[src/rtl/cpu_mem_guard_if.sv]
// CPU request / memory forward bus seen by the memory guard.
// master: the CPU side plus the downstream ready signals; slave: the guard itself.
interface cpu_mem_guard_if #(
    parameter int unsigned ADDR_W = 64
);
    logic              req_valid;
    logic              req_ready;
    logic [ADDR_W-1:0] req_addr;
    logic [1:0]        req_size;
    logic              req_fetch;
    logic              req_write;
    logic              im_valid;
    logic              dm_valid;
    logic              im_ready;
    logic              dm_ready;
    logic [ADDR_W-1:0] out_addr;
    logic [1:0]        out_size;
    logic              out_write;

    modport master (
        output req_valid, req_addr, req_size, req_fetch, req_write, im_ready, dm_ready,
        input  req_ready, im_valid, dm_valid, out_addr, out_size, out_write
    );

    modport slave (
        input  req_valid, req_addr, req_size, req_fetch, req_write, im_ready, dm_ready,
        output req_ready, im_valid, dm_valid, out_addr, out_size, out_write
    );
endinterface

[src/rtl/cpu_mem_guard.sv]
// Memory guard between the soft CPU and the IM/DM ports: latches region bounds
// on release, range/alignment-checks each request, forwards legal ones through
// a one-entry output register and halts on the first violation.
module cpu_mem_guard #(
    parameter int unsigned ADDR_W = 64,
    parameter int unsigned CNT_W  = 16
) (
    input  logic              clk,
    input  logic              reset,
    input  logic [ADDR_W-1:0] IMBottom,
    input  logic [ADDR_W-1:0] IMTop,
    input  logic [ADDR_W-1:0] DMBottom,
    input  logic [ADDR_W-1:0] DMTop,
    input  logic              continue_val,
    cpu_mem_guard_if.slave    bus,
    output logic              running,
    output logic              fault,
    output logic [1:0]        fault_code,
    output logic [ADDR_W-1:0] fault_addr,
    output logic [CNT_W-1:0]  fault_count
);
    typedef enum logic [1:0] {IDLE, RUN, FAULT} state_t;

    state_t            state;
    logic [ADDR_W-1:0] im_bot, im_top, dm_bot, dm_top;

    logic              out_vld, out_fetch, out_write_q;
    logic [ADDR_W-1:0] out_addr_q;
    logic [1:0]        out_size_q;

    logic [ADDR_W-1:0] size_mask;
    logic [ADDR_W:0]   req_end;
    logic              misaligned, in_range, sel_ready, drain, ready, accept, bad_cfg;
    logic [1:0]        chk_code;

    // Request check against latched bounds; end computed one bit wider so a
    // wrap past the top of the address space can never pass the top-bound compare.
    always_comb begin
        size_mask = '0;
        case (bus.req_size)
            2'd0:    size_mask = '0;
            2'd1:    size_mask = ADDR_W'(1);
            2'd2:    size_mask = ADDR_W'(3);
            default: size_mask = ADDR_W'(7);
        endcase
        misaligned = |(bus.req_addr & size_mask);
        req_end    = {1'b0, bus.req_addr} + {1'b0, size_mask};
        if (bus.req_fetch)
            in_range = (bus.req_addr >= im_bot) && (req_end <= {1'b0, im_top});
        else
            in_range = (bus.req_addr >= dm_bot) && (req_end <= {1'b0, dm_top});
        chk_code = misaligned ? 2'd2 : (in_range ? 2'd0 : 2'd1);
    end

    // Handshake: accept only while running and the output slot is free or leaving.
    always_comb begin
        sel_ready = out_fetch ? bus.im_ready : bus.dm_ready;
        drain     = out_vld & sel_ready;
        ready     = (state == RUN) & continue_val & (~out_vld | sel_ready);
        accept    = bus.req_valid & ready;
        bad_cfg   = (IMBottom > IMTop) || (DMBottom > DMTop) ||
                    ((IMTop >= DMBottom) && (DMTop >= IMBottom));
    end

    assign bus.req_ready = ready;
    assign bus.im_valid  = out_vld & out_fetch;
    assign bus.dm_valid  = out_vld & ~out_fetch;
    assign bus.out_addr  = out_addr_q;
    assign bus.out_size  = out_size_q;
    assign bus.out_write = out_write_q;
    assign running       = (state == RUN);
    assign fault         = (state == FAULT);

    // State machine, bound latching, output register and fault recording.
    always_ff @(posedge clk) begin
        if (reset) begin
            state       <= IDLE;
            im_bot      <= '0;
            im_top      <= '0;
            dm_bot      <= '0;
            dm_top      <= '0;
            out_vld     <= 1'b0;
            out_fetch   <= 1'b0;
            out_addr_q  <= '0;
            out_size_q  <= '0;
            out_write_q <= 1'b0;
            fault_code  <= '0;
            fault_addr  <= '0;
            fault_count <= '0;
        end else begin
            // Drain and refill may coincide; the refill wins so there is no bubble.
            if (drain)
                out_vld <= 1'b0;
            if (accept && chk_code == 2'd0) begin
                out_vld     <= 1'b1;
                out_fetch   <= bus.req_fetch;
                out_addr_q  <= bus.req_addr;
                out_size_q  <= bus.req_size;
                out_write_q <= bus.req_write & ~bus.req_fetch;
            end
            case (state)
                IDLE: begin
                    if (continue_val) begin
                        im_bot <= IMBottom;
                        im_top <= IMTop;
                        dm_bot <= DMBottom;
                        dm_top <= DMTop;
                        if (bad_cfg) begin
                            state      <= FAULT;
                            fault_code <= 2'd3;
                            fault_addr <= '0;
                            if (fault_count != '1)
                                fault_count <= fault_count + CNT_W'(1);
                        end else begin
                            state <= RUN;
                        end
                    end
                end
                RUN: begin
                    if (!continue_val) begin
                        if (!out_vld || drain)
                            state <= IDLE;
                    end else if (accept && chk_code != 2'd0) begin
                        state      <= FAULT;
                        fault_code <= chk_code;
                        fault_addr <= bus.req_addr;
                        if (fault_count != '1)
                            fault_count <= fault_count + CNT_W'(1);
                    end
                end
                FAULT: begin
                    if (!continue_val)
                        state <= IDLE;
                end
                default: state <= IDLE;
            endcase
        end
    end
endmodule
[src/flat_wrapper.sv]
// flat-port wrapper written by rule: the top's interface ports become plain ports
module cpu_mem_guard_flat 
#(
    parameter int unsigned ADDR_W = 64,
    parameter int unsigned CNT_W  = 16
)
  (clk, reset, IMBottom, IMTop, DMBottom, DMTop, continue_val, running, fault, fault_code, fault_addr, fault_count, bus_req_valid, bus_req_addr, bus_req_size, bus_req_fetch, bus_req_write, bus_im_ready, bus_dm_ready, bus_req_ready, bus_im_valid, bus_dm_valid, bus_out_addr, bus_out_size, bus_out_write);
  cpu_mem_guard_if #(.ADDR_W(ADDR_W)) bus_i ();
  input  logic clk;
  input  logic reset;
  input  logic [ADDR_W-1:0] IMBottom;
  input  logic [ADDR_W-1:0] IMTop;
  input  logic [ADDR_W-1:0] DMBottom;
  input  logic [ADDR_W-1:0] DMTop;
  input  logic continue_val;
  output logic running;
  output logic fault;
  output logic [1:0] fault_code;
  output logic [ADDR_W-1:0] fault_addr;
  output logic [CNT_W-1:0] fault_count;
  input wire logic [$bits(bus_i.req_valid)-1:0] bus_req_valid;
  input wire logic [$bits(bus_i.req_addr)-1:0] bus_req_addr;
  input wire logic [$bits(bus_i.req_size)-1:0] bus_req_size;
  input wire logic [$bits(bus_i.req_fetch)-1:0] bus_req_fetch;
  input wire logic [$bits(bus_i.req_write)-1:0] bus_req_write;
  input wire logic [$bits(bus_i.im_ready)-1:0] bus_im_ready;
  input wire logic [$bits(bus_i.dm_ready)-1:0] bus_dm_ready;
  output wire logic [$bits(bus_i.req_ready)-1:0] bus_req_ready;
  output wire logic [$bits(bus_i.im_valid)-1:0] bus_im_valid;
  output wire logic [$bits(bus_i.dm_valid)-1:0] bus_dm_valid;
  output wire logic [$bits(bus_i.out_addr)-1:0] bus_out_addr;
  output wire logic [$bits(bus_i.out_size)-1:0] bus_out_size;
  output wire logic [$bits(bus_i.out_write)-1:0] bus_out_write;
  assign bus_i.req_valid = bus_req_valid;
  assign bus_i.req_addr = bus_req_addr;
  assign bus_i.req_size = bus_req_size;
  assign bus_i.req_fetch = bus_req_fetch;
  assign bus_i.req_write = bus_req_write;
  assign bus_i.im_ready = bus_im_ready;
  assign bus_i.dm_ready = bus_dm_ready;
  assign bus_req_ready = bus_i.req_ready;
  assign bus_im_valid = bus_i.im_valid;
  assign bus_dm_valid = bus_i.dm_valid;
  assign bus_out_addr = bus_i.out_addr;
  assign bus_out_size = bus_i.out_size;
  assign bus_out_write = bus_i.out_write;
  cpu_mem_guard #(.ADDR_W(ADDR_W), .CNT_W(CNT_W)) u_core (.clk(clk), .reset(reset), .IMBottom(IMBottom), .IMTop(IMTop), .DMBottom(DMBottom), .DMTop(DMTop), .continue_val(continue_val), .bus(bus_i), .running(running), .fault(fault), .fault_code(fault_code), .fault_addr(fault_addr), .fault_count(fault_count));
endmodule
[config.mk]
export PLATFORM = sky130hd
export DESIGN_NAME = cpu_mem_guard_flat
export DESIGN_NICKNAME = d
export VERILOG_FILES = /design/src/rtl/cpu_mem_guard_if.sv /design/src/rtl/cpu_mem_guard.sv /design/src/flat_wrapper.sv
export SDC_FILE = /design/constraint.sdc
export NUM_CORES = 2
export LEC_CHECK = 0
export BUFFER_PORTS_ARGS = -buffer_cell sky130_fd_sc_hd__buf_2
export CAP_MARGIN = 20
export CORE_MARGIN = 2
export CORE_UTILIZATION = 63
export CTS_BUF_LIST = sky130_fd_sc_hd__clkbuf_16
export DETAILED_ROUTE_END_ITERATION = 10
export GPL_TIMING_DRIVEN = 0
export PLACE_DENSITY = 0.88
export SLEW_MARGIN = 5
export SYNTH_ARGS = -nofsm -noshare
export SYNTH_HDL_FRONTEND = slang
export SYNTH_SLANG_ARGS = --single-unit
[constraint.sdc]
create_clock -name clk -period 8.9 [get_ports clk]
set_clock_uncertainty 0.05 [all_clocks]
set_input_delay 1.335 -clock clk [delete_from_list [all_inputs] [get_ports clk]]
set_output_delay 1.335 -clock clk [all_outputs]
set_load 0.03 [all_outputs]
# After elaboration in Yosys (flattened, before gate mapping)

Index checks and enable logic that the tools add are counted.

Input port bits: 330
Bits in registers: 409
Output and inout bits: 154

Add/subtract/negate cells: 2
Order comparisons: 8
Bitwise gates (word level): 12
Equal/unequal tests: 12
Reduce and logical (&&, ||, !) cells: 19
Muxes and demuxes: 30

Operators by type and width:

| cell                    | count |
|---|---|
| $ge A64 B64 Y1          | 4 |
| $mux W64                | 4 |
| $le A65 B64 Y1          | 2 |
| $gt A64 B64 Y1          | 2 |
| $pmux W64 S2            | 1 |
| $mux W16                | 5 |
| $add A64 B3 Y65         | 1 |
| $and A64 B3 Y64         | 1 |
| $reduce_or A64 Y1       | 1 |
| $pmux W16 S2            | 1 |
| $mux W2                 | 11 |
| $add A16 B1 Y16 const B | 1 |
| $ne A16 B16 Y1 const B  | 1 |
| $pmux W3 S3             | 1 |
| $and A1 B1 Y1           | 7 |
| $logic_not A2 Y1        | 3 |
| $ne A2 B2 Y1 const B    | 3 |
| $ne A3 B2 Y1 const B    | 2 |
| $pmux W2 S3             | 1 |
| $reduce_bool A2 Y1      | 3 |
| $logic_and A1 B1 Y1     | 5 |
| $mux W1                 | 5 |
| $reduce_and A5 Y1       | 1 |
| $eq A2 B1 Y1 const B    | 2 |
| 9 further kinds         | 15 |

# Depth between registers and ports, before layout

Depth after elaboration: 13
Gate-level depth with buffers: 28
Depth with buffers taken out: 24

# Worst setup path before layout

No wires, ideal clock.

Path type: input to register
Start: input port bus_req_size[1]
End: register u_core.fault_code[0]
Path buffers: 3
Slack: 2.392 ns
Cell stages on the path: 27
Arrival: 6.330 ns
Setup time: 0.128 ns
Cell sequence: or2_2 ha_1 inv_1 fa_1 nor2b_1 o211ai_1 nor4_2 nand2_1 nor2_1 nand2_1 nor2_1 nand4_1 xnor2_1 ha_1 a21o_1 a21o_1 a2111oi_0 o41ai_1 a211oi_1 a211oi_2 or3_4 a22oi_4 buf_6 buf_12 buf_6 mux2i_1 nor2_1

Cells in the longest elaborated chain, start to end: 12

Ends and longest elaborated chain:

| element                                       | RTL line                                 | RTL |
|---|---|---|
| start: declaration                            | flat_wrapper.sv:23                       | `input wire logic [$bits(bus_i.req_size)-1:0] bus_req_size;` |
| $eq A2 B2 Y1 (tied with other cells)          | cpu_mem_guard.sv:40                      | `case (bus.req_size)` |
| $pmux W3 S3 *                                 | cpu_mem_guard.sv:40                      |  |
| $add A64 B3 Y65                               | cpu_mem_guard.sv:47                      | `req_end = {1'b0, bus.req_addr} + {1'b0, size_mask};` |
| $le A65 B64 Y1, on equally long branches      | cpu_mem_guard.sv:51, cpu_mem_guard.sv:49 |  |
| $logic_and A1 B1 Y1, on equally long branches | cpu_mem_guard.sv:51, cpu_mem_guard.sv:49 |  |
| $mux W1                                       | cpu_mem_guard.sv:48                      | `if (bus.req_fetch)` |
| $mux W1                                       | cpu_mem_guard.sv:52                      | `chk_code = misaligned ? 2'd2 : (in_range ? 2'd0 : 2'd1);` |
| $mux W2 *                                     | cpu_mem_guard.sv:52                      |  |
| $reduce_bool A2 Y1                            | cpu_mem_guard.sv:123                     | `end else if (accept && chk_code != 2'd0) begin` |
| $logic_and A1 B1 Y1                           | cpu_mem_guard.sv:123                     |  |
| $ne A2 B1 Y1 (no source line)                 | n/a                                      |  |
| $reduce_and A5 Y1 (no source line)            | n/a                                      |  |
| end signal: assignment                        | cpu_mem_guard.sv:125                     | `fault_code <= chk_code;` |
| end: declaration                              | cpu_mem_guard.sv:18                      | `output logic [1:0] fault_code,` |

Mark *: on every way between the ends. The rest lies on a longest branch, timed or not. The select of a mux whose other input is x is not followed.
A chain may end at the register's enable or synchronous reset.

# Worst setup path after layout

Start: input port bus_req_size[1]
End: register u_core.fault_addr[28]

Cells in the longest elaborated chain, start to end: 12

Ends and longest elaborated chain:

| element                                       | RTL line                                 | RTL |
|---|---|---|
| $eq A2 B2 Y1 (tied with other cells)          | cpu_mem_guard.sv:40                      |  |
| $pmux W3 S3 *                                 | cpu_mem_guard.sv:40                      |  |
| $add A64 B3 Y65                               | cpu_mem_guard.sv:47                      |  |
| $le A65 B64 Y1, on equally long branches      | cpu_mem_guard.sv:51, cpu_mem_guard.sv:49 |  |
| $logic_and A1 B1 Y1, on equally long branches | cpu_mem_guard.sv:51, cpu_mem_guard.sv:49 |  |
| $mux W1                                       | cpu_mem_guard.sv:48                      |  |
| $mux W1                                       | cpu_mem_guard.sv:52                      |  |
| $mux W2 *                                     | cpu_mem_guard.sv:52                      |  |
| $reduce_bool A2 Y1 *                          | cpu_mem_guard.sv:123                     |  |
| $logic_and A1 B1 Y1 *                         | cpu_mem_guard.sv:123                     |  |
| $ne A2 B1 Y1 (no source line) *               | n/a                                      |  |
| $reduce_and A5 Y1 (no source line) *          | n/a                                      |  |
| end signal: assignment                        | cpu_mem_guard.sv:126                     | `fault_addr <= bus.req_addr;` |
| end: declaration                              | cpu_mem_guard.sv:19                      | `output logic [ADDR_W-1:0] fault_addr,` |

Mark *: on every way between the ends. The rest lies on a longest branch, timed or not.

==> reports/results.ini <==
[timing]
finalSetupViolCount=0
whs_ns=0.401
fmax_ghz=0.120
fin_crit_sh_pct=93.5
fin_setup_tns_ns=0
final_max_slew_viol_count=0
layout_min_cycle_time_ns=8.32
rsz0062_at_grt=no
worst_pin_slew_ns=1.28
fin_ws_ns=0.577
hold_violations=0
maxSlewHeadroom_pct=14.8

[floorplanning]
rows=78
start_util_pct=63.8
dieArea_um2=47600
coreArea_um2=45300
die_y_um=218
die_w_um=218
top_level_ports=484

[critical_path]
required_ns=9.30
critPathCapture=u_core.fault_addr[28]$_SDFFE_PP0P_
r2r-end=u_core.fault_addr[28]$_SDFFE_PP0P_
criticalPathCategory=input pin to flop
worst_setup_path_end_kind=flop
ff2ff_path_depth=15
rrSetupSlack_ns=4.33
cp_max_fo=10
reg2reg_from=u_core.im_bot[60]$_SDFFE_PP0P_
startpoint=bus_req_size[1]
worstPathArrival_ns=8.72
start_kind=input pin

[power_and_ir_drop]
ir_worst_vdd_uv=166
leakage_nw=16.3
pwr_density_cell_nw_per_um2=155

[job]
drv_cap=0

[yosys]
ys_types=79
ys_warn_count=0
ys_seq_elements=409
synth_edf_count=0
synth_ff_type=dfxtp_1
syn_avg_cell_area_um2=7.64
syn_inst=3777
seq_area_frac_synth_pct=28.4
synth_nets=4624
synthArstFlopShare_pct=0
synth_area_um2=28900

[route]
ant_nets=0
wl_per_cell_um=21.0
finalWirelength_mm=104
vias=30100
drtIter0Drc=3266
dr.pass1.iters=6
drc=0
viasPerCell=6.08

[placement]
gp_congestion=1.00
dp_hpwl_mm=82.8
io_buffers=482
dp_cells=4865
pre_cts_slack_ns=0.217

[grt]
grt_usage_pct=42.7
grt_pass1_wl_mm=156
grt_max_degree=14
grt_antenna_before_repair=14
grt_pass1_vias=28400
overflow=0

[clock_network]
clock-root-buffer=clkbuf_16
path_clk_slew_ns=0.05
cts_sinks=409
clk_latency_ns=0.61
clk_path_buf_depth=3
ctsHtreeMaxLevel=2
cts_inserted_buffers=47
post_cts.repair.setup_buffers=0
cts_tree=built
hold_buffers=0
cts_resized=0

[cells_and_area]
final_util_pct=74.2
stdcell_count=4959
syn_to_final_growth_pct=16.4
drive_gt1_share_pct=13.8
num-fill-cells=3507
layout_common_cells=nand2_1, inv_1, ha_1
final_common_cell=nand2_1
finalNetCount=5164

[hold_path]
hold_path.class=flop to flop

[outcome]
status=finished, final reports clean

-- sequential cells by signal (all words and copies together), names as in the netlist --
register              count
u_core.bus.out_addr      64
u_core.bus.out_size       2
u_core.bus.out_write      1
u_core.dm_bot            64
u_core.dm_top            64
u_core.fault_addr        64
u_core.fault_code         2
u_core.fault_count       16
u_core.im_bot            64
u_core.im_top            64
u_core.out_fetch          1
u_core.out_vld            1
u_core.state              2
-- cells by family after synthesis --
family,Yosys count,share of synthesized area [%]
compound gates,764,15.1
xor+xnor,62,1.88
fa+ha+maj,517,22.4
buf+inv,680,9.29
flops,409,28.4
mux,75,2.62
simple gates,1270,20.3
-- power by group --
part           leakage, nW  internal (W)  switching [W]
Sequential            3.34       0.00193      0.0000544
Clock                0.745       0.00105       0.000830
Combinational         12.2      0.000476       0.000852
-- Yosys cell counts, types with 4 or more instances --
master,number,share of area [%]
nand2_1,725,9.4
inv_1,535,7.0
ha_1,516,22
a21oi_1,509,8.8
dfxtp_1,409,28
nor2_1,146,1.9
clkbuf_1,112,1.5
nand4_1,100,2.2
nand3_1,74,1.3
o21ai_0,73,1.3
mux2i_1,70,2.4
nand3b_1,64,1.7
xnor2_1,50,1.5
a21o_1,44,1.1
nor3_1,27,0.47
a211oi_1,24,0.62
and4_1,20,0.61
and3_1,19,0.41
nor2b_1,17,0.37
nor4_1,17,0.37
or3_1,16,0.35
a221oi_1,12,0.36
xor2_1,12,0.36
buf_6,11,0.43
nand2b_1,10,0.22
o211ai_1,10,0.26
and2_1,9,0.19
buf_1,9,0.12
o21a_1,9,0.23
a2111oi_0,8,0.24
a21boi_0,7,0.18
a31oi_1,6,0.13
buf_4,6,0.16
a211o_1,5,0.15
a22oi_1,5,0.13
mux2_2,5,0.19
o22ai_1,5,0.11
buf_2,4,0.069
nor3b_1,4,0.10
o21ai_1,4,0.069
o21bai_1,4,0.10
o31a_1,4,0.12
-- per-layer routing --
layer,vias to the layer above,wire length (µm),GRT usage (%)
met5,-,137,0
met4,22,7570,28.7
met3,452,11400,9.78
met2,1776,45000,66.1
met1,14000,40200,53.0
li1,13900,-,-
-- layout make-up --
type | count | area, µm² | share of cell area, %
inverter | 535 | 2010 | 5.97
antenna | 6 | 15.0 | 0.0447
clock buffer | 49 | 1230 | 3.65
clock inverter | 36 | 223 | 0.662
multi-input combinational | 2688 | 18000 | 53.6
tap | 600 | 751 | 2.23
sequential | 409 | 8190 | 24.4
buffer | 145 | 673 | 2.00
timing repair buffer | 491 | 2520 | 7.50
-- per-stage QoR --
| stage | total power, W | cell area, µm² |
|---|---|---|
| after global routing | 0.00540 | 33600 |
| after global placement | 0.00324 | 32000 |
| after CTS | 0.00514 | 33600 |
| after detailed placement | 0.00329 | 32100 |
| final | 0.00519 | 33600 |
| after floorplan | 0.00279 | 28900 |
-- worst max-delay path, stage by stage --
cell	delay [ns]
buf_2	0.17
or2_2	0.14
ha_1	0.22
inv_1	0.07
fa_1	0.41
nor2b_1	0.43
o211ai_1	0.37
nor4_2	0.68
nand2_1	0.24
nor2_1	0.34
nand2_1	0.16
nor2_1	0.20
nand4_1	0.14
xnor2_1	0.26
ha_1	0.29
a21o_1	0.19
a21o_1	0.19
a2111oi_0	0.51
o41ai_1	0.17
a211oi_1	0.30
a211oi_2	0.14
or3_4	0.43
a22oi_4	0.26
clkbuf_2	0.45
clkbuf_1	0.36
nand3b_1	0.18
a21oi_1	0.08
-- worst min-delay path by stage --
stage,from,endpoint,slack [ns],cells past startpoint
final,u_core.fault_addr[27]$_SDFFE_PP0P_,u_core.fault_addr[27]$_SDFFE_PP0P_,0.40,2
after global routing,u_core.dm_bot[2]$_SDFFE_PP0P_,u_core.dm_bot[2]$_SDFFE_PP0P_,0.41,2
after global placement,u_core.fault_addr[1]$_SDFFE_PP0P_,u_core.fault_addr[1]$_SDFFE_PP0P_,0.39,2
after floorplan,u_core.dm_bot[10]$_SDFFE_PP0P_,u_core.dm_bot[10]$_SDFFE_PP0P_,0.39,2
after detailed placement,u_core.fault_addr[17]$_SDFFE_PP0P_,u_core.fault_addr[17]$_SDFFE_PP0P_,0.39,2
after CTS,u_core.fault_addr[44]$_SDFFE_PP0P_,u_core.fault_addr[44]$_SDFFE_PP0P_,0.40,2
(Power assumes the default switching activity.)
